## src/rtl/if_id_queue_if.sv

```systemverilog
// Fetch-to-decode handshake bundle for the instruction queue.
// master drives fetch data and decode control; slave is the queue.
interface if_id_queue_if;
    logic        fetch_valid;
    logic [31:0] fetch_pc;
    logic [31:0] fetch_instr;
    logic        fetch_ready;
    logic        flush;
    logic        dec_valid;
    logic [31:0] dec_pc;
    logic [31:0] dec_instr;
    logic        dec_misaligned;
    logic        dec_ready;

    modport master (
        output fetch_valid, fetch_pc, fetch_instr, flush, dec_ready,
        input  fetch_ready, dec_valid, dec_pc, dec_instr, dec_misaligned
    );

    modport slave (
        input  fetch_valid, fetch_pc, fetch_instr, flush, dec_ready,
        output fetch_ready, dec_valid, dec_pc, dec_instr, dec_misaligned
    );
endinterface

```

## src/rtl/if_id_queue.sv

```systemverilog
// IF/ID instruction queue: circular buffer of {pc, instr, misaligned}.
// Presents a NOP to decode while empty; flush drops all in-flight entries.
module if_id_queue #(
    parameter int          DEPTH     = 4,
    parameter logic [31:0] NOP_INSTR = 32'h0000_0013
) (
    input  logic                   clk,
    input  logic                   rst,
    if_id_queue_if.slave           q,
    output logic [$clog2(DEPTH):0] count
);
    localparam int AW = $clog2(DEPTH);
    localparam int CW = AW + 1;

    typedef struct packed {
        logic [31:0] pc;
        logic [31:0] instr;
        logic        mis;
    } entry_t;

    entry_t          mem [DEPTH];
    entry_t          head;
    logic [AW-1:0]   wr_ptr;
    logic [AW-1:0]   rd_ptr;
    logic [CW-1:0]   cnt;
    logic            push;
    logic            pop;

    assign q.fetch_ready = (cnt != CW'(DEPTH));
    assign q.dec_valid   = (cnt != '0);
    assign push          = q.fetch_valid & q.fetch_ready;
    assign pop           = q.dec_valid & q.dec_ready;
    assign count         = cnt;
    assign head          = mem[rd_ptr];

    always_comb begin
        q.dec_pc         = 32'h0;
        q.dec_instr      = NOP_INSTR;
        q.dec_misaligned = 1'b0;
        if (q.dec_valid) begin
            q.dec_pc         = head.pc;
            q.dec_instr      = head.instr;
            q.dec_misaligned = head.mis;
        end
    end

    // Entry storage carries no reset; only pointers and count are cleared.
    always_ff @(posedge clk) begin
        if (!rst && !q.flush && push) begin
            mem[wr_ptr] <= '{
                pc:    q.fetch_pc,
                instr: q.fetch_instr,
                mis:   (q.fetch_pc[1:0] != 2'b00)
            };
        end
    end

    always_ff @(posedge clk) begin
        if (rst) begin
            wr_ptr <= '0;
            rd_ptr <= '0;
            cnt    <= '0;
        end else if (q.flush) begin
            wr_ptr <= '0;
            rd_ptr <= '0;
            cnt    <= '0;
        end else begin
            assert (cnt <= CW'(DEPTH));
            assert (!(pop && cnt == '0));
            if (push) wr_ptr <= wr_ptr + 1'b1;
            if (pop)  rd_ptr <= rd_ptr + 1'b1;
            case ({push, pop})
                2'b10:   cnt <= cnt + 1'b1;
                2'b01:   cnt <= cnt - 1'b1;
                default: cnt <= cnt;
            endcase
        end
    end
endmodule

```

## src/flat_wrapper.sv

```systemverilog
// flat-port wrapper written by rule: the top's interface ports become plain ports
module if_id_queue_flat 
#(
    parameter int          DEPTH     = 4,
    parameter logic [31:0] NOP_INSTR = 32'h0000_0013
)
  (clk, rst, count, q_fetch_valid, q_fetch_pc, q_fetch_instr, q_flush, q_dec_ready, q_fetch_ready, q_dec_valid, q_dec_pc, q_dec_instr, q_dec_misaligned);
  if_id_queue_if q_i ();
  input  logic clk;
  input  logic rst;
  output logic [$clog2(DEPTH):0] count;
  input wire logic [$bits(q_i.fetch_valid)-1:0] q_fetch_valid;
  input wire logic [$bits(q_i.fetch_pc)-1:0] q_fetch_pc;
  input wire logic [$bits(q_i.fetch_instr)-1:0] q_fetch_instr;
  input wire logic [$bits(q_i.flush)-1:0] q_flush;
  input wire logic [$bits(q_i.dec_ready)-1:0] q_dec_ready;
  output wire logic [$bits(q_i.fetch_ready)-1:0] q_fetch_ready;
  output wire logic [$bits(q_i.dec_valid)-1:0] q_dec_valid;
  output wire logic [$bits(q_i.dec_pc)-1:0] q_dec_pc;
  output wire logic [$bits(q_i.dec_instr)-1:0] q_dec_instr;
  output wire logic [$bits(q_i.dec_misaligned)-1:0] q_dec_misaligned;
  assign q_i.fetch_valid = q_fetch_valid;
  assign q_i.fetch_pc = q_fetch_pc;
  assign q_i.fetch_instr = q_fetch_instr;
  assign q_i.flush = q_flush;
  assign q_i.dec_ready = q_dec_ready;
  assign q_fetch_ready = q_i.fetch_ready;
  assign q_dec_valid = q_i.dec_valid;
  assign q_dec_pc = q_i.dec_pc;
  assign q_dec_instr = q_i.dec_instr;
  assign q_dec_misaligned = q_i.dec_misaligned;
  if_id_queue #(.DEPTH(DEPTH), .NOP_INSTR(NOP_INSTR)) u_core (.clk(clk), .rst(rst), .q(q_i), .count(count));
endmodule
```

## config.mk

```make
export PLATFORM = sky130hd
export DESIGN_NAME = if_id_queue_flat
export DESIGN_NICKNAME = d
export VERILOG_FILES = /design/src/rtl/if_id_queue_if.sv /design/src/rtl/if_id_queue.sv /design/src/flat_wrapper.sv
export SDC_FILE = /design/constraint.sdc
export NUM_CORES = 1
export LEC_CHECK = 0
export CAP_MARGIN = 40
export CORE_MARGIN = 8
export CORE_UTILIZATION = 40
export DETAILED_ROUTE_END_ITERATION = 10
export GPL_ROUTABILITY_DRIVEN = 0
export GPL_TIMING_DRIVEN = 0
export PLACE_DENSITY = 0.67
export SKIP_CTS_REPAIR_TIMING = 1
export SYNTH_ARGS = -nofsm -noshare
export SYNTH_HDL_FRONTEND = slang
export SYNTH_SLANG_ARGS = --single-unit
```

## constraint.sdc

```tcl
create_clock -name clk -period 3.98 [get_ports clk]
set_input_delay 0.398 -clock clk [delete_from_list [all_inputs] [get_ports clk]]
set_output_delay 0.398 -clock clk [all_outputs]
set_load 0.02 [all_outputs]
```

==> qor.csv <==
stage;metric;value;unit
global_route;vias in the first global route;5637;
pwr;Worst VDD drop;0.322;mV
timing;Tcrit/Tclk final;0.825;
clocking;Max Buffers Root-to-Sink;3;
timing;min Tclk post-route;3280;ps
floorplan;Initial Util;0.409;
route;DRT iter0 DRCs;309;
clocking;clk sinks;269;
timing;final hold violation count;0;
hold_path;Worst Hold Class;register to register;
clocking;H-Tree Depth;1;
pwr;pwr dens;462;mW/mm^2
pwr;leak pwr;0.00414;uW
timing;setup TNS;0;ps
setup_path;Req. time, crit path;3580;ps
timing;slew margin rel.;0.591;
global_route;Total GRT Usage;0.134;
route;Vias/cell;5.02;
timing;Finish-stage setup viols;0;
clocking;Skew-Pair Late Insertion Delay;520;ps
setup_path;reg2reg setup slack;1270;ps
setup_path;Startpoint Class;register;
setup_path;FF-to-FF End;u_core.count[2];
global_route;gr ovfl total;0;
final_layout;commonest non-fill, non-tap cell in the layout;edfxtp_1;
setup_path;worst-path maximum fanout;10;
placed_design;hpwl dp;13.0;mm
final_layout;Syn-to-layout area delta;27.1;%
final_layout;filler instances;2033;
clocking;Root Driver;clkbuf_16;
route;Vias;4968;
clocking;total CTS buffers;28;
setup_path;r2r worst-path depth;10;
final_layout;most frequent cells in the layout;edfxtp_1 (260), clkdlybuf4s50_1 (138), mux4_2 (65);
final_layout;Post-Layout Inst Area;0.0131;sq mm
floorplan;Ports;139;
yosys;syn_area_per_cell;22.1;sq um
yosys;post-synth design cell area;0.0103;sq mm
final_layout;# diodes;0;
floorplan;height of the die;177;microns
global_route;largest net degree at the start of global routing;35;
timing;RSZ-0062 raised after global routing;no;
route;# DRC;0;
route;Routed Antenna Nets;0;
placed_design;IO Port Bufs;138;
yosys;Mapped Cells;467;
timing;Slew @ Worst Pin;614;ps
setup_path;RR Startpoint;u_core.count[0];
placed_design;DP Area;0.0122;sq mm
timing;FMAX;305;MHz
yosys;Seq/Total Area, Yosys;0.774;
run;Max Cap Viol;0;
final_layout;fraction of layout cells with a size suffix above 1;0.200;
timing;clk_skew;12.1;ps
route;total wire length;20.7;mm
clocking;Worst-path clk slew;60;ps
route;Pre-antenna DRT Iters;4;
floorplan;die area;0.0312;sq mm
hold_path;min-delay src;u_core.rd_ptr[0];
final_layout;fin nets;714;
floorplan;Die Wd;177;microns
global_route;initial antenna violation count;0;
setup_path;Worst setup EP type;primary output;
global_route;first-pass GRT wire length;32.2;mm
floorplan;core area;0.0253;sq mm
yosys;flops & latches, synth;269;
yosys;Distinct cells, synth;28;
floorplan;Rows;58;
run_status;outcome;completed;
timing;Slew Viols, Final;0;
setup_path;crit path kind;register to primary output;
setup_path;crit path DAT;2880;ps
clocking;CTS tree;yes;
yosys;synth warn;0;
yosys;syn_nets;542;
route;WL/cell;20.9;microns
hold_path;hold path depth;2;
## final cells by class
class | instances | area (sq um) | share of cell area
clock buffers | 34 | 744 | 0.0568
flip-flops and latches | 269 | 7990 | 0.609
multi-input cells | 169 | 2180 | 0.166
plain buffers | 22 | 144 | 0.0110
repair buffers | 142 | 1460 | 0.111
well taps | 330 | 413 | 0.0315
inverters | 7 | 26.3 | 0.00200
clock inverters | 17 | 156 | 0.0119
## metal layers
layer	track usage	vias to the layer above	routed length (microns)	share of wire
met2	0.243	127	10900	0.53
met4	0.0336	0	300	0.014
met5	0	-	0	0
met1	0.154	2579	8070	0.39
li1	-	2237	-	-
met3	0.0352	25	1410	0.068
## worst max-delay path, stage by stage (launching register included)
cell and delay [ps]:
dfxtp_1 440, nor3_2 140, inv_2 70, clkbuf_1 460
clkbuf_1 440, and2_1 210, clkdlybuf4s50_1 600
## Yosys cell counts
library cell | n | area [sq um]
and2_4 | 1 | 8.76
or2_1 | 4 | 25.0
o21ai_1 | 2 | 10.0
or3_1 | 2 | 12.5
inv_2 | 2 | 7.51
ha_1 | 5 | 62.6
inv_1 | 5 | 18.8
and3_1 | 4 | 25.0
mux2i_1 | 1 | 10.0
edfxtp_1 | 260 | 7810
or3b_4 | 1 | 11.3
buf_2 | 7 | 35.0
nand2_1 | 4 | 15.0
fa_1 | 1 | 20.0
a21oi_1 | 3 | 15.0
mux4_2 | 65 | 1460
and2_1 | 63 | 394
nand4_1 | 1 | 6.26
nor3_2 | 1 | 10.0
buf_6 | 7 | 78.8
or2_2 | 1 | 6.26
nand4b_1 | 1 | 8.76
o31ai_2 | 1 | 12.5
xor2_1 | 2 | 17.5
clkbuf_1 | 8 | 30.0
dfxtp_1 | 9 | 180
o21ai_0 | 2 | 10.0
nor2_1 | 4 | 15.0
## logic make-up after synthesis
family / synth area share
muxes: 0.143
buffers and inverters: 0.0165
AOI/OAI and AO/OA: 0.00461
DFF: 0.774
and+or+nand+nor: 0.0521
adders and majority gates: 0.00800
xor gates and xnor gates: 0.00170
## state kept, by name, indices dropped and copies added, names as in the netlist, named ones only
register,count
u_core.mem,260
u_core.wr_ptr,2
u_core.rd_ptr,2
u_core.count,3
## stage by stage
step,total power (uW),hold slack (ps),utilization,worst slack (ps),instances
5_1_grt,6260,491,0.519,431,990
2_1_floorplan,3380,459,-,976,467
4_1_cts,6130,478,0.519,540,990
6_report,6050,482,0.519,698,990
3_5_place_dp,3600,482,0.484,1130,939
3_3_place_gp,3590,473,0.480,-625,935
## how the worst max path moves through the flow
stage | startpoint | end | cells past startpoint | slack [ps]
after global placement | rst | u_core.mem[3][21] | 3 | -630
final | u_core.count[0] | q_dec_pc[17] | 6 | 700
after floorplan | u_core.count[0] | u_core.mem[0][0] | 4 | 980
after detailed placement | u_core.count[0] | q_dec_pc[17] | 6 | 1130
after CTS | u_core.count[0] | q_dec_pc[17] | 6 | 540
after global routing | u_core.count[0] | q_dec_instr[21] | 6 | 430
## power breakdown
group          switching, uW  internal (uW)
Sequential              8.67           3140
Combinational            192            198
Clock                   1000           1520
No activity file was read; power rests on OpenSTA's default activity.
